[src/rtl/uart_rx_core_p_pkg.sv]
// Shared definitions for the uart_rx_core_p receive engine.
//   - uart_rx_state_e : receiver FSM encodings (3 bits)
//   - UART_REC_*      : bit positions of the flag fields in a FIFO record
//   - clamp_char_len  : maps a programmed character length onto 5..data_max
package uart_rx_core_p_pkg;

  typedef enum logic [2:0] {
    UART_RX_ST_IDLE   = 3'd0,
    UART_RX_ST_START  = 3'd1,
    UART_RX_ST_DATA   = 3'd2,
    UART_RX_ST_PARITY = 3'd3,
    UART_RX_ST_STOP   = 3'd4,
    UART_RX_ST_HUNT   = 3'd5
  } uart_rx_state_e;

  // Record layout: {data[DATA_MAX-1:0], break, parity_err, framing_err}
  localparam int UART_REC_BI = 2;
  localparam int UART_REC_PE = 1;
  localparam int UART_REC_FE = 0;

  localparam int UART_CHAR_MIN = 5;

  // Lengths above the widest supported character clamp to it; lengths below
  // five are treated as five so the data phase never has zero bits.
  function automatic logic [3:0] clamp_char_len(input logic [3:0] len, input int data_max);
    if (int'(len) > data_max) return 4'(data_max);
    if (int'(len) < UART_CHAR_MIN) return 4'(UART_CHAR_MIN);
    return len;
  endfunction

endpackage

[src/rtl/uart_rx_core_p_sampler.sv]
// Intra-bit tick counter and three-point majority voter.
// Ports:
//   clk, wb_rst_i  clock, asynchronous active-high reset
//   enable_i       oversample tick
//   clear_i        synchronous flush (engine rx_reset)
//   go_i           from the FSM: this tick belongs to a frame and the bit
//                  timer should advance; when low the counter returns to 0
//   srx_i          serial input
//   mid_tick_o     tick OVS/2+1 of the bit (third sample taken, vote ready)
//   end_tick_o     last tick of the bit (OVS-1)
//   bit_val_o      majority of the samples at ticks OVS/2-1, OVS/2, OVS/2+1;
//                  valid while mid_tick_o is high (third sample is live srx_i)
module uart_rx_core_p_sampler
  import uart_rx_core_p_pkg::*;
#(
  parameter int OVS = 16
) (
  input  logic clk,
  input  logic wb_rst_i,
  input  logic enable_i,
  input  logic clear_i,
  input  logic go_i,
  input  logic srx_i,
  output logic mid_tick_o,
  output logic end_tick_o,
  output logic bit_val_o
);

  localparam int CNT_W = $clog2(OVS);
  localparam logic [CNT_W-1:0] T_S0  = CNT_W'(OVS/2 - 1);
  localparam logic [CNT_W-1:0] T_S1  = CNT_W'(OVS/2);
  localparam logic [CNT_W-1:0] T_MID = CNT_W'(OVS/2 + 1);
  localparam logic [CNT_W-1:0] T_END = CNT_W'(OVS - 1);

  logic [CNT_W-1:0] cnt_q, cnt_d;
  logic             s0_q, s0_d;
  logic             s1_q, s1_d;

  always_comb begin
    cnt_d = cnt_q;
    s0_d  = s0_q;
    s1_d  = s1_q;
    if (clear_i) begin
      cnt_d = '0;
      s0_d  = 1'b0;
      s1_d  = 1'b0;
    end else if (enable_i) begin
      if (go_i && (cnt_q != T_END)) cnt_d = cnt_q + 1'b1;
      else                          cnt_d = '0;
      if (cnt_q == T_S0) s0_d = srx_i;
      if (cnt_q == T_S1) s1_d = srx_i;
    end
  end

  always_ff @(posedge clk or posedge wb_rst_i) begin
    if (wb_rst_i) begin
      cnt_q <= '0;
      s0_q  <= 1'b0;
      s1_q  <= 1'b0;
    end else begin
      cnt_q <= cnt_d;
      s0_q  <= s0_d;
      s1_q  <= s1_d;
    end
  end

  assign mid_tick_o = enable_i && (cnt_q == T_MID);
  assign end_tick_o = enable_i && (cnt_q == T_END);
  assign bit_val_o  = (s0_q & s1_q) | (s0_q & srx_i) | (s1_q & srx_i);

endmodule

[src/rtl/uart_rx_core_p.sv]
// UART receive engine: oversampled start/data/parity/stop reception with
// majority-vote sampling and one-shot break detection.
// Ports:
//   clk, wb_rst_i        clock, asynchronous active-high reset
//   enable               oversample tick, OVS per bit time
//   rx_reset             synchronous flush, beats everything else
//   srx_pad_i            serial input (already synchronised)
//   char_len, parity_en, even_par, stick_par   line configuration
//   rf_push, rf_data_in  record output to the RX FIFO
//   rx_busy              FSM not in IDLE
//   rx_state_o           current FSM state (debug)
// Handshake: rf_push is a single-cycle strobe with rf_data_in valid in the
// same cycle; there is no ready, the FIFO must take every record.
module uart_rx_core_p
  import uart_rx_core_p_pkg::*;
#(
  parameter int OVS      = 16,
  parameter int DATA_MAX = 9
) (
  input  logic                clk,
  input  logic                wb_rst_i,
  input  logic                enable,
  input  logic                rx_reset,
  input  logic                srx_pad_i,
  input  logic [3:0]          char_len,
  input  logic                parity_en,
  input  logic                even_par,
  input  logic                stick_par,
  output logic                rf_push,
  output logic [DATA_MAX+2:0] rf_data_in,
  output logic                rx_busy,
  output logic [2:0]          rx_state_o
);

  localparam int REC_W = DATA_MAX + 3;
  localparam int BRK_W = $clog2(OVS * 12 + 1);

  uart_rx_state_e      state_q, state_d;
  logic [3:0]          bit_idx_q, bit_idx_d;
  logic [DATA_MAX-1:0] data_q, data_d;
  logic [3:0]          len_q, len_d;
  logic                par_en_q, par_en_d;
  logic                even_q, even_d;
  logic                stick_q, stick_d;
  logic                pe_q, pe_d;
  logic                push_q, push_d;
  logic [REC_W-1:0]    rec_q, rec_d;
  logic [BRK_W-1:0]    brk_cnt_q, brk_cnt_d;
  logic                brk_hit_q, brk_hit_d;

  logic             go, brk_fire;
  logic             mid_tick, end_tick, bit_val;
  logic [3:0]       len_live;
  logic [BRK_W-1:0] brk_limit;

  uart_rx_core_p_sampler #(.OVS(OVS)) u_sampler (
    .clk        (clk),
    .wb_rst_i   (wb_rst_i),
    .enable_i   (enable),
    .clear_i    (rx_reset),
    .go_i       (go),
    .srx_i      (srx_pad_i),
    .mid_tick_o (mid_tick),
    .end_tick_o (end_tick),
    .bit_val_o  (bit_val)
  );

  // Break limit follows the live configuration, not the latched frame copy.
  assign len_live  = clamp_char_len(char_len, DATA_MAX);
  assign brk_limit = BRK_W'(OVS * (2 + int'(len_live) + int'(parity_en)));

  always_comb begin
    state_d   = state_q;
    bit_idx_d = bit_idx_q;
    data_d    = data_q;
    len_d     = len_q;
    par_en_d  = par_en_q;
    even_d    = even_q;
    stick_d   = stick_q;
    pe_d      = pe_q;
    push_d    = 1'b0;
    rec_d     = rec_q;
    brk_cnt_d = brk_cnt_q;
    brk_hit_d = brk_hit_q;
    go        = 1'b0;
    brk_fire  = 1'b0;

    if (rx_reset) begin
      state_d   = UART_RX_ST_IDLE;
      bit_idx_d = '0;
      data_d    = '0;
      len_d     = '0;
      par_en_d  = 1'b0;
      even_d    = 1'b0;
      stick_d   = 1'b0;
      pe_d      = 1'b0;
      rec_d     = '0;
      brk_cnt_d = '0;
      brk_hit_d = 1'b0;
    end else if (enable) begin
      // Consecutive-low counter; after it fires it holds until the line is high.
      if (srx_pad_i) begin
        brk_cnt_d = '0;
        brk_hit_d = 1'b0;
      end else if (!brk_hit_q) begin
        brk_cnt_d = brk_cnt_q + 1'b1;
        if (brk_cnt_d >= brk_limit) begin
          brk_hit_d = 1'b1;
          brk_fire  = 1'b1;
        end
      end

      case (state_q)
        UART_RX_ST_IDLE: begin
          if (!srx_pad_i) begin
            state_d   = UART_RX_ST_START;
            go        = 1'b1;
            bit_idx_d = '0;
            data_d    = '0;
            pe_d      = 1'b0;
            len_d     = len_live;
            par_en_d  = parity_en;
            even_d    = even_par;
            stick_d   = stick_par;
          end
        end
        UART_RX_ST_START: begin
          if (mid_tick && bit_val) begin
            state_d = UART_RX_ST_IDLE;
          end else begin
            go = 1'b1;
            if (end_tick) state_d = UART_RX_ST_DATA;
          end
        end
        UART_RX_ST_DATA: begin
          go = 1'b1;
          if (mid_tick) data_d[bit_idx_q] = bit_val;
          if (end_tick) begin
            bit_idx_d = bit_idx_q + 4'd1;
            if (bit_idx_q == len_q - 4'd1)
              state_d = par_en_q ? UART_RX_ST_PARITY : UART_RX_ST_STOP;
          end
        end
        UART_RX_ST_PARITY: begin
          go = 1'b1;
          if (mid_tick)
            pe_d = stick_q ? (bit_val != ~even_q)
                           : ((^{data_q, bit_val}) != ~even_q);
          if (end_tick) state_d = UART_RX_ST_STOP;
        end
        UART_RX_ST_STOP: begin
          if (mid_tick) begin
            push_d             = 1'b1;
            rec_d              = '0;
            rec_d[REC_W-1:3]   = data_q;
            rec_d[UART_REC_PE] = pe_q;
            rec_d[UART_REC_FE] = ~bit_val;
            // Resynchronise straight from mid-stop; a low stop needs the line high first.
            state_d = bit_val ? UART_RX_ST_IDLE : UART_RX_ST_HUNT;
          end else begin
            go = 1'b1;
          end
        end
        UART_RX_ST_HUNT: begin
          if (srx_pad_i) state_d = UART_RX_ST_IDLE;
        end
        default: state_d = UART_RX_ST_IDLE;
      endcase

      // Break overrides whatever the FSM decided on this tick, including a stop push.
      if (brk_fire) begin
        state_d            = UART_RX_ST_HUNT;
        go                 = 1'b0;
        push_d             = 1'b1;
        rec_d              = '0;
        rec_d[UART_REC_BI] = 1'b1;
      end
    end
  end

  always_ff @(posedge clk or posedge wb_rst_i) begin
    if (wb_rst_i) begin
      state_q   <= UART_RX_ST_IDLE;
      bit_idx_q <= '0;
      data_q    <= '0;
      len_q     <= '0;
      par_en_q  <= 1'b0;
      even_q    <= 1'b0;
      stick_q   <= 1'b0;
      pe_q      <= 1'b0;
      push_q    <= 1'b0;
      rec_q     <= '0;
      brk_cnt_q <= '0;
      brk_hit_q <= 1'b0;
    end else begin
      state_q   <= state_d;
      bit_idx_q <= bit_idx_d;
      data_q    <= data_d;
      len_q     <= len_d;
      par_en_q  <= par_en_d;
      even_q    <= even_d;
      stick_q   <= stick_d;
      pe_q      <= pe_d;
      push_q    <= push_d;
      rec_q     <= rec_d;
      brk_cnt_q <= brk_cnt_d;
      brk_hit_q <= brk_hit_d;
    end
  end

  assign rf_push    = push_q;
  assign rf_data_in = rec_q;
  assign rx_busy    = (state_q != UART_RX_ST_IDLE);
  assign rx_state_o = state_q;

endmodule

[config.mk]
export PLATFORM = sky130hd
export DESIGN_NAME = uart_rx_core_p
export DESIGN_NICKNAME = d
export VERILOG_FILES = /design/src/rtl/uart_rx_core_p_pkg.sv /design/src/rtl/uart_rx_core_p_sampler.sv /design/src/rtl/uart_rx_core_p.sv
export SDC_FILE = /design/constraint.sdc
export NUM_CORES = 1
export LEC_CHECK = 0
export BUFFER_PORTS_ARGS = -buffer_cell sky130_fd_sc_hd__buf_2
export CAP_MARGIN = 15
export CELL_PAD_IN_SITES_DETAIL_PLACEMENT = 1
export CELL_PAD_IN_SITES_GLOBAL_PLACEMENT = 2
export CORE_ASPECT_RATIO = 1.5
export CORE_MARGIN = 3
export CORE_UTILIZATION = 38
export DETAILED_ROUTE_END_ITERATION = 12
export HOLD_SLACK_MARGIN = 0.06
export PLACE_DENSITY = 0.92
export SYNTH_ARGS = -nofsm -noshare
export SYNTH_HDL_FRONTEND = slang
export SYNTH_SLANG_ARGS = --single-unit
[constraint.sdc]
create_clock -name clk -period 3.5 [get_ports clk]
set_input_delay 0.7 -clock clk [delete_from_list [all_inputs] [get_ports clk]]
set_output_delay 0.7 -clock clk [all_outputs]
set_load 0.01 [all_outputs]
==> impl_results.md, run 1 <==
* Post-synth ARST share at 100%
* Antenna violations before repair at 0
* Worst setup margin at ~0.15 ns
* Layout fillers at around 1000
* Slew margin rel. at between 30 and 40%
* Wl on met1 at around 3400 um
* R2r setup slk at between 0.6 and 0.7 ns
* Vias in the first global route at a little under 3000
* FF-to-FF path depth at 11
* Int Pwr at roughly 1 mW
* Net Count, Synth at around 380
* Clk_lat worst skew at ~0.29 ns
* TritonCTS clock tree: done
* Status: finished clean
* Arrival time at the worst endpoint at 3.54 ns
* Hold/Removal Path Class: in -> async
* Mux contribution to synthesized area at less than 1%
* Unique masters post-synth at between 60 and 70
* Clk pwr share at 41.0%
* Lkg Pwr at ~1.6 nW
* Core Footprint at 0.00821 mm2
* Dpl ws at -0.218 ns
* FP Rows at 40
* HPWL Detailed at about 6200 um
* GPL Wtd Cong at between 0.7 and 0.8
* Clk sinks at between 50 and 60
* FF-to-FF End: u_sampler.cnt_q[2]$_DFFE_PP0N_
* Prevailing post-synth register cell: dfrtp_1
* PwrDens at about 360 mW/mm2
* Layout area overhead at 14.1%
* Antenna Nets Post-Route at 0
* Largest net degree at the start of global routing at 53
* IO buf count at 28
* Final setup fails at 0
* Top cell type by total area after synthesis: dfrtp_1
* IO Pins at 29
* Simple-gate area share of the yosys netlist at 22.9%
* Combinational group share of total power at 12.4%
* FMAX at around 0.30 GHz
* Unrepaired setup endpoints after global routing: yes
* Die Ht at approximately 120 um
* Post-synthesis compound-gate area fraction at 19.1%
* CTS Buf Count at 5
* Ys Warns at 0
* Total congestion overflow at 0
* Routed wire length at between 8000 and 9000 um
* WP data required at approximately 3.7 ns
* DR vias/cell at between 5 and 6
* CP max FO at 5
* Clock transition at the registers of the reported paths at 0.07 ns
* Post-route DRC at 0
* Placed Instances at ~480
* DR WL/cell at about 18 um
* Final slew viol count at 0
* Post-synth EDFFs at 0
* Antenna diodes at 0
* P_sw at about 0.35 mW
* Initial Util at between 40% and 50%
* Die ar. at around 0.0098 mm2
* Via count of the routed design at ~2800
* DRT Pass-1 Iters at 4
* WL met3 at 210 um
* Syn Std Cell Area at about 0.0033 mm2
* DR top layer: met4
* Setup Skew at 0.00527 ns
* Fin crit share at a little over nine tenths
* Seq cells post-synth at between 50 and 60
* CTS Root Cell: clkbuf_16
* Kind of end point of the critical path: flip-flop
* Register share of total power at between 40% and 50%
* Synthesized area per cell at 9.34 um2
* Post-Synth XOR/XNOR Area at around 6.8%
* Routed wl met2 at 4820 um
* Sequential area share after synthesis at about 40%
* CP Launch Type: input port
* # nets final at just over 400
* First-pass GRT wire length at about 14000 um
* Peak supply drop at roughly 0.18 mV
* MaxCap Viol Count at 0
* Top cells by area, synth: dfrtp_1 40%, ha_1 5.3%, nand3_1 5.3%
* CTS Hold Bufs at 0
* H-tree depth at 2
* Die Wd at roughly 82 um
* Origin of the critical flop-to-flop path: brk_cnt_q[0]$_DFFE_PP0P_
* Top-area cell type share of the netlist area at around two fifths
* Combinational family with the most area after synthesis: simple AND/OR/NAND/NOR gates
* Final hold violations at 0
* Post-Synth Adder-Cell Area at between 5 and 6%
* Final Non-Filler Cells at about 480
* Fraction of final layout cells with drive strength greater than 1 at roughly 18%
* All-Layer GR Usage at 18.6%
* CTS max path bufs at 2
* Synth Instances at 352
* Fin crit period at around 3.3 ns
* Kind of critical path: in -> reg
* Initial DRC Count at 70
* Switching share of total power at around 26%
* Least-Margin Pin Slew at between 0.9 and 1 ns
-- power by group through the flow --
stage               registers [mW]  logic, mW  clock network, mW
CTS                          0.634      0.167              0.577
finish                       0.635      0.169              0.560
global route                 0.637      0.191              0.596
floorplan                    0.635      0.125                  0
global placement             0.645      0.159                  0
detailed placement           0.646      0.164                  0
-- layer usage --
metal / vias to the layer above / GRT usage, %
met3: 14 / 2.63
met1: 1436 / 20.7
met5: - / 0
met2: 38 / 34.7
li1: 1339 / -
met4: 0 / 6.24
-- logic make-up (layout without fill, tap and decap cells) --
kind of cell,after synthesis,in the layout
AO/OA/AOI/OAI,88,88
adder cells (fa/ha/maj),15,15
multiplexers,2,2
buffers and inverters,37,64
AND/OR/NAND/NOR,134,134
XOR/XNOR,24,24
flip-flops,52,52
-- layout make-up --
cell class | instances | area, um2 | share of cell area [%]
Sequential cell | 52 | 1300 | 34.7
Tap cell | 105 | 131 | 3.50
Clock buffer | 5 | 125 | 3.33
Inverter | 15 | 56.3 | 1.50
Timing Repair Buffer | 41 | 254 | 6.77
Multi-Input combinational cell | 263 | 1840 | 49.1
Clock inverter | 3 | 42.5 | 1.13
-- critical path, stage by stage --
cell and delay (ns):
buf_2 0.10, or3b_2 0.45, a21o_1 0.20, ha_1 0.20
a211oi_2 0.20, a21oi_1 0.08, ha_1 0.31, nand3_1 0.11
a211o_1 0.37, a211oi_4 0.36, buf_4 0.18, o32ai_1 0.08
a21o_1 0.19
-- worst max path at each step --
stage          slack, ns                              to        start
6_report            0.15  u_sampler.cnt_q[2]$_DFFE_PP0N_  char_len[1]
5_1_grt           -0.007  u_sampler.cnt_q[2]$_DFFE_PP0N_  char_len[1]
4_1_cts             0.01  u_sampler.cnt_q[2]$_DFFE_PP0N_  char_len[1]
3_5_place_dp       -0.22  u_sampler.cnt_q[2]$_DFFE_PP0N_  char_len[1]
3_3_place_gp       -0.14  u_sampler.cnt_q[2]$_DFFE_PP0N_  char_len[1]
2_1_floorplan       0.13      rf_data_in[11]$_DFFE_PP0P_  char_len[1]
-- cell usage in the layout, fill, tap and decap left out, drive strengths merged, types with 2 or more instances in the layout --
| cell | n |
|---|---|
| a2111oi | 2 |
| a211o | 2 |
| a211oi | 6 |
| a21o | 3 |
| a21oi | 29 |
| a22o | 6 |
| a22oi | 3 |
| a311o | 3 |
| a32o | 8 |
| and3 | 5 |
| buf | 41 |
| clkbuf | 5 |
| dfrtp | 52 |
| ha | 14 |
| inv | 15 |
| mux2i | 2 |
| nand2 | 20 |
| nand2b | 4 |
| nand3 | 35 |
| nand4 | 4 |
| nand4b | 4 |
| nor2 | 26 |
| nor3 | 11 |
| nor3b | 2 |
| nor4 | 5 |
| nor4b | 4 |
| o211ai | 2 |
| o21ai | 15 |
| o22ai | 3 |
| or2 | 2 |
| or3 | 4 |
| or4 | 2 |
| xnor2 | 14 |
| xor2 | 9 |
-- state kept, by name, indices dropped and copies added, names as in the netlist --
| signal | flops |
|---|---|
| rf_push | 1 |
| brk_hit_q | 1 |
| pe_q | 1 |
| stick_q | 1 |
| rx_state_o | 3 |
| bit_idx_q | 4 |
| u_sampler.cnt_q | 4 |
| brk_cnt_q | 8 |
| u_sampler.s1_q | 1 |
| len_q | 4 |
| u_sampler.s0_q | 1 |
| data_q | 9 |
| rf_data_in | 12 |
| par_en_q | 1 |
| even_q | 1 |
-- Yosys cell counts, drive strengths merged, types with 3 or more instances --
| library cell | instances |
|---|---|
| a211oi | 6 |
| a21o | 3 |
| a21oi | 29 |
| a22o | 6 |
| a22oi | 3 |
| a311o | 3 |
| a32o | 8 |
| and3 | 5 |
| buf | 16 |
| clkbuf | 6 |
| dfrtp | 52 |
| ha | 14 |
| inv | 15 |
| nand2 | 20 |
| nand2b | 4 |
| nand3 | 35 |
| nand4 | 4 |
| nand4b | 4 |
| nor2 | 26 |
| nor3 | 11 |
| nor4 | 5 |
| nor4b | 4 |
| o21ai | 15 |
| o22ai | 3 |
| or3 | 4 |
| xnor2 | 14 |
| xor2 | 9 |
-- per-stage QoR --
stage               setup TNS (ns)  instance area [um2]  utilization [%]  hold slack (ns)  power (mW)
floorplan                        0                 3290                -            0.488       0.760
global placement            -0.997                 3530             43.0            0.509       0.804
detailed placement           -2.06                 3530             43.0            0.517       0.810
CTS                              0                 3700             45.1            0.531        1.38
global route              -0.00678                 3750             45.7            0.532        1.43
finish                           0                 3750             45.7            0.478        1.36
-- what timing repair did --
action	in CTS	in global routing
endpoints found under the setup margin	0	16
gates resized for setup	0	5
buffers inserted	0	0
Power figures use the tool's default switching activity.
==> run 2, diff against run 1 <==
PLACE_DENSITY = default   (was 0.92)
PLACE_DENSITY_LB_ADDON = 0.1   (was default)
==> run 2 against run 1 <==
Clock skew is 0.0019 ns higher. Routed wire length is 2.8% higher. Core utilization is 0.24 points lower. Largest cell class unchanged. Sequential power hardly changed. Critical endpoint is now rf_data_in[7]$_DFFE_PP0P_. Hold slack better by 0.048 ns. Final area is 0.53% lower. Die area stayed put. Clock power is 0.7% lower. Flip-flop and latch count stayed put. First-iteration DRC count is 19% higher.
==> impl_results.md, run 2 (synthesized netlist as in run 1, its figures left out) <==
* CTS Root Cell: clkbuf_16
* DR vias/cell at 5.76 (-1.4%)
* Crit-path cells: buf_2 > or3b_2 > a21o_1 > ha_1 > a211oi_2 > a21oi_1 > ha_1 > nand3_1 > o211a_1 > a2111o_1 > buf_4 > nand3_1 > a21oi_1
* Die ar. at 0.00983 mm2 (unchanged)
* R2r setup slk at 0.69 ns (+0.08 ns)
* Slew margin rel. at 38.7% (-0.62 points)
* HPWL Detailed at 6580 um (+5.9%)
* Largest net degree at the start of global routing at 35 (-34%)
* FF-to-FF path depth at 11 (unchanged)
* PwrDens at 363 mW/mm2 (about the same)
* Final slew viol count at 0 (unchanged)
* Peak supply drop at 0.185 mV (+0.99%)
* Unrepaired setup endpoints after global routing: no
* All-Layer GR Usage at 19.3% (+0.75 points)
* CP Launch Point: char_len[1]
* CP max FO at 13 (+8)
* Crit path buffers/inverters at 2 (unchanged)
* IO buf count at 28 (unchanged)
* TritonCTS clock tree: done
* Clock transition at the registers of the reported paths at 0.07 ns (about the same)
* Antenna violations before repair at 0 (unchanged)
* Vias in the first global route at 2945 (-1.0%)
* Post-route DRC at 0 (unchanged)
* FP Rows at 40 (unchanged)
* Worst setup margin at 0.190 ns (+0.0391 ns)
* Most frequent cells in the layout: 52 x dfrtp_1, 35 x nand3_1, 28 x a21oi_1, 28 x buf_2, 26 x nor2_1
* CTS max path bufs at 2 (unchanged)
* DR WL/cell at 18.2 um (+2.6%)
* DRT Pass-1 Iters at 4 (unchanged)
* Origin of the critical flop-to-flop path: brk_cnt_q[0]$_DFFE_PP0P_
* Hold/Removal Path Class: reg -> reg
* Kind of end point of the critical path: flip-flop
* Setup Skew at 0.00717 ns (+0.00190 ns)
* Kind of critical path: in -> reg
* Core Footprint at 0.00821 mm2 (unchanged)
* Clk sinks at 52 (unchanged)
* Least-Margin Pin Slew at 0.912 ns (+0.00928 ns)
* CP delay by family, top: compound AO/OA/AOI/OAI gates
* Initial Util at 40.1% (unchanged)
* Post-CTS sizing at 0 (unchanged)
* Via count of the routed design at 2793 (-1.2%)
* Fin crit period at 3.31 ns (-0.0391 ns)
* CP max stage delay at 0.45 ns (about the same)
* Status: finished clean
* Antenna Nets Post-Route at 0 (unchanged)
* Fraction of final layout cells with drive strength greater than 1 at 17.4% (-0.31 points)
* MaxCap Viol Count at 0 (unchanged)
* Most common cell after layout, fill and taps aside: dfrtp_1
* FMAX at 0.302 GHz (+1.2%)
* Antenna diodes at 0 (unchanged)
* # nets final at 405 (+0.25%)
* Met3 Use GR at 3.15% (+0.53 points)
* Postcts setup bufs at 0 (unchanged)
* H-tree depth at 2 (unchanged)
* IO Pins at 29 (unchanged)
* Total congestion overflow at 0 (unchanged)
* Met1 Use GR at 22.8% (+2.1 points)
* GPL Wtd Cong at 0.754 (-5.6%)
* Arrival time at the worst endpoint at 3.47 ns (-0.07 ns)
* Layout area overhead at 13.5%
* CP Launch Type: input port
* Fin crit share at 94.6% (-1.1 points)
* Routed wire length at 8830 um (+2.8%)
* Lkg Pwr at 1.63 nW (about the same)
* Final core occ at 45.5% (-0.24 points)
* First-pass GRT wire length at 15000 um (+3.7%)
* GR peak layer: met2
* Worst path depth at 13 (unchanged)
* Largest register FFs at 12 (unchanged)
* Clk_lat worst skew at 0.29 ns (about the same)
* Met2 usage at 35.4% (+0.71 points)
* CTS Buf Count at 5 (unchanged)
* CTS Hold Bufs at 0 (unchanged)
* FF-to-FF End: rf_data_in[7]$_DFFE_PP0P_
* Die Wd at 82.0 um (unchanged)
* Worst Setup EP: rf_data_in[7]$_DFFE_PP0P_
* WP data required at 3.66 ns (-0.03 ns)
* Final hold violations at 0 (unchanged)
* Final setup fails at 0 (unchanged)
* Die Ht at 120 um (unchanged)
* Dpl ws at -0.258 ns (-0.0394 ns)
* Initial DRC Count at 83 (+19%)
* Critical-path top delay cell: or3b_2
==> run 2: worst min-delay path by stage <==
stage,from,to,slack [ns],cells past startpoint
4_1_cts,rf_data_in[2]$_DFFE_PP0P_,rf_data_in[2]$_DFFE_PP0P_,0.53,2
5_1_grt,rf_data_in[2]$_DFFE_PP0P_,rf_data_in[2]$_DFFE_PP0P_,0.55,2
3_5_place_dp,rf_data_in[2]$_DFFE_PP0P_,rf_data_in[2]$_DFFE_PP0P_,0.52,2
2_1_floorplan,stick_q$_DFFE_PP0P_,stick_q$_DFFE_PP0P_,0.49,1
3_3_place_gp,len_q[2]$_DFFE_PP0P_,len_q[2]$_DFFE_PP0P_,0.51,2
6_report,rf_data_in[2]$_DFFE_PP0P_,rf_data_in[2]$_DFFE_PP0P_,0.53,2
==> run 2: power by group <==
part,internal (mW),switching (mW)
Combinational,0.0614,0.105
Clock,0.337,0.219
Sequential,0.612,0.0227
==> run 2: layer usage <==
layer  vias to the layer above  wire, um
met4                         0       113
met5                         -         0
li1                       1347         -
met1                      1410      3570
met2                        27      4960
met3                         9       185
==> run 2: worst register-to-register path, stage by stage, from the launching register on <==
cell	delay, ns
dfrtp_1	0.44
ha_1	0.25
nand3_1	0.19
nor2_1	0.18
xor2_1	0.24
ha_1	0.19
nand3_1	0.09
o211a_1	0.30
a2111o_1	0.44
buf_4	0.20
nand3_1	0.11
a21oi_1	0.07
==> run 2: cell type report <==
cell class | instances | area [um2]
fill | 974 | 4470
multi-input combinational | 263 | 1840
sequential | 52 | 1300
timing repair buffer | 42 | 245
tap | 105 | 131
clock buffer | 6 | 129
inverter | 15 | 56.3
clock inverter | 2 | 35.0
==> run 2: metrics by stage <==
step	hold slack [ns]	area (um2)	setup TNS, ns	total power, mW	std cells
finish	0.526	3730	0	1.36	485
global route	0.554	3730	0	1.42	485
CTS	0.528	3710	0	1.38	485
detailed placement	0.519	3550	-2.52	0.813	477
global placement	0.509	3550	-1.19	0.811	477
floorplan	0.488	3290	0	0.760	352
==> run 3, diff against run 2 <==
CORE_ASPECT_RATIO = default   (was 1.5)
CTS_BUF_LIST = sky130_fd_sc_hd__clkbuf_16   (was default)
SLEW_MARGIN = 20   (was default)
==> run 3 against run 2 <==
Non-clock buffer count shrank 3. Count of clock-buffer cells in the layout fell by 1. Sequential power about the same. Register-to-register slack worse by 0.03 ns. Die area is 0.23% lower. Setup slack better by 0.0081 ns. Flip-flop and latch count stayed put. Hold slack got worse by 0.063 ns. Combinational power hardly changed. Core utilization is 0.88 points lower. Routed wire length grew 3.7%. Clock skew down 0.0038 ns.
==> impl_results.md, run 3 (synthesized netlist as in run 1, its figures left out) <==
* Lkg Pwr at 1.61 nW (-1.0%)
* Most frequent cells in the layout: 52 x dfrtp_1, 35 x nand3_1, 28 x a21oi_1, 28 x buf_2, 26 x nor2_1
* Worst setup margin at 0.198 ns (+0.00806 ns)
* Switching share of total power at 26.8% (+1.2 points)
* Clk sinks at 52 (unchanged)
* Origin of the critical flop-to-flop path: brk_cnt_q[0]$_DFFE_PP0P_
* IO buf count at 28 (unchanged)
* Fraction of final layout cells with drive strength greater than 1 at 16.7% (-0.66 points)
* CP max stage delay at 0.46 ns (about the same)
* Total congestion overflow at 0 (unchanged)
* FF-to-FF path depth at 11 (unchanged)
* CTS max path bufs at 2 (unchanged)
* Least-Margin Pin Slew at 0.949 ns (+0.0368 ns)
* # nets final at 402 (-0.74%)
* Setup Skew at 0.00334 ns (-0.00383 ns)
* Final setup fails at 0 (unchanged)
* Worst path depth at 13 (unchanged)
* Kind of end point of the critical path: flip-flop
* Tot Pwr at 1.38 mW (+1.8%)
* HPWL Detailed at 6610 um (+0.48%)
* IO Pins at 29 (unchanged)
* DRT Pass-1 Iters at 4 (unchanged)
* Unrepaired setup endpoints after global routing: no
* Dpl ws at -0.196 ns (+0.0616 ns)
* CP max FO at 13 (unchanged)
* TritonCTS clock tree: done
* Peak supply drop at 0.201 mV (+8.7%)
* Initial DRC Count at 52 (-37%)
* Final core occ at 44.6% (-0.88 points)
* GPL Wtd Cong at 0.764 (+1.3%)
* Clk pwr share at 42.2% (+1.2 points)
* Combinational group share of total power at 11.8% (-0.4 points)
* Initial Util at 39.6% (-0.44 points)
* Crit path buffers/inverters at 2 (unchanged)
* P_sw at 0.370 mW (+6.8%)
* Post-Place Cell Area at 0.00353 mm2 (-0.63%)
* CTS Root Cell: clkbuf_16
* H-tree depth at 2 (unchanged)
* Critical-path top delay cell: or3b_2
* Crit-path cells: buf_2 > or3b_2 > a21o_1 > ha_1 > a211oi_2 > a21oi_1 > ha_1 > nand3_1 > o211a_1 > a2111o_1 > buf_4 > nand3_1 > a21oi_1
* First-pass GRT wire length at 15600 um (+4.5%)
* FF-to-FF End: rf_data_in[7]$_DFFE_PP0P_
* CP delay by family, top: compound AO/OA/AOI/OAI gates
* Antenna violations before repair at 0 (unchanged)
* Worst Setup EP: rf_data_in[7]$_DFFE_PP0P_
* Final hold violations at 0 (unchanged)
* CTS Buf Count at 5 (unchanged)
* FMAX at 0.303 GHz (+0.24%)
* Final slew viol count at 0 (unchanged)
* Layout fillers at 975 (+0.10%)
* Register share of total power at 46.0% (-0.8 points)
* Kind of critical path: in -> reg
* Largest register FFs at 12 (unchanged)
* Die ar. at 0.00981 mm2 (-0.23%)
* Most common cell after layout, fill and taps aside: dfrtp_1
* PwrDens at 373 mW/mm2 (+2.6%)
* Hold/Removal Path Class: in -> async
* FP Rows at 33 (-18%)
* DR vias/cell at 5.83 (+1.2%)
* Vias in the first global route at 3003 (+2.0%)
* Arrival time at the worst endpoint at 3.44 ns (-0.03 ns)
* Largest net degree at the start of global routing at 36 (+2.9%)
* R2r setup slk at 0.66 ns (-0.03 ns)
* Clock transition at the registers of the reported paths at 0.07 ns (about the same)
* Fin crit period at 3.30 ns (-0.00806 ns)
* Slew margin rel. at 36.2% (-2.5 points)
* Post-route DRC at 0 (unchanged)
* DR WL/cell at 19.0 um (+4.4%)
* Clk_lat worst skew at 0.29 ns (about the same)
* Int Pwr at 1.01 mW (about the same)
* Via count of the routed design at 2809 (+0.57%)
* All-Layer GR Usage at 19.5% (+0.19 points)
* Antenna Nets Post-Route at 0 (unchanged)
* Fin area at 0.00370 mm2 (-0.84%)
* Antenna diodes at 0 (unchanged)
* Status: finished clean
* Fin Hold WS at 0.464 ns (-0.0626 ns)
* WP data required at 3.64 ns (-0.02 ns)
* Core Footprint at 0.00830 mm2 (+1.1%)
* CTS Hold Bufs at 0 (unchanged)
* Fin crit share at 94.3% (-0.23 points)
* CP Launch Type: input port
* Layout area overhead at 12.6%
* Die Ht at 99.0 um (-17%)
* Routed wire length at 9150 um (+3.7%)
* MaxCap Viol Count at 0 (unchanged)
* CP Launch Point: char_len[1]
* Die Wd at 99.0 um (+21%)
-- run 3: cell count changes in the layout (fill, tap and decap cells not counted) --
cell and change:
a211o_1 +1, a211o_4 -1, a211oi_2 +1, a211oi_4 -1
buf_4 -3, clkbuf_1 -1, clkinv_2 -1, clkinvlp_4 +1
inv_6 +1
-- run 3: routing by layer --
| metal | track usage [%] | wire length [um] | up-vias |
|---|---|---|---|
| met1 | 25.5 | 4080 | 1431 |
| met3 | 2.34 | 178 | 6 |
| met2 | 34.2 | 4810 | 31 |
| met4 | 4.62 | 82 | 0 |
| li1 | - | - | 1341 |
| met5 | 0 | 0 | - |
-- run 3: repair_timing --
action / CTS / global route
endpoints found under the setup margin: 0 / 14
buffers inserted: 0 / 0
resized for setup: 0 / 1
-- run 3: worst register-to-register path: stages (launching register included) --
cell and delay, ns:
dfrtp_1 0.45, ha_1 0.24, nand3_1 0.18, nor2_1 0.18
xor2_1 0.26, ha_1 0.21, nand3_1 0.09, o211a_1 0.27
a2111o_1 0.43, buf_4 0.20, nand3_1 0.10, a21oi_1 0.07
-- run 3: through the flow --
step | std cells | TNS [ns]
2_1_floorplan | 352 | 0
3_3_place_gp | 474 | -0.927
3_5_place_dp | 474 | -2.76
4_1_cts | 482 | 0
5_1_grt | 482 | 0
6_report | 482 | 0
-- run 3: power by group through the flow --
stage / Combinational [mW] / Sequential, mW / Clock (mW)
after global placement: 0.163 / 0.645 / 0
after global routing: 0.184 / 0.637 / 0.623
after detailed placement: 0.164 / 0.646 / 0
after floorplan: 0.125 / 0.635 / 0
after CTS: 0.165 / 0.634 / 0.600
final: 0.163 / 0.635 / 0.583
-- run 3: cell type report --
cell class	instances	area, um2	area share [%]
clock inverter	3	46.3	1.25
timing repair buffer	39	223	6.02
inverter	15	56.3	1.52
clock buffer	5	125	3.38
sequential	52	1300	35.1
multi-input combinational	263	1820	49.1
tap	105	131	3.55
-- run 3: worst min-delay path by stage --
stage / to / slack (ns) / cells after the start / startpoint
final: rf_data_in[6]$_DFFE_PP0P_ / 0.46 / 2 / wb_rst_i
after global routing: brk_cnt_q[7]$_DFFE_PP0P_ / 0.49 / 2 / wb_rst_i
after CTS: brk_cnt_q[7]$_DFFE_PP0P_ / 0.48 / 2 / wb_rst_i
after detailed placement: rf_data_in[2]$_DFFE_PP0P_ / 0.52 / 2 / rf_data_in[2]$_DFFE_PP0P_
after global placement: rf_data_in[2]$_DFFE_PP0P_ / 0.51 / 2 / rf_data_in[2]$_DFFE_PP0P_
after floorplan: stick_q$_DFFE_PP0P_ / 0.49 / 1 / stick_q$_DFFE_PP0P_
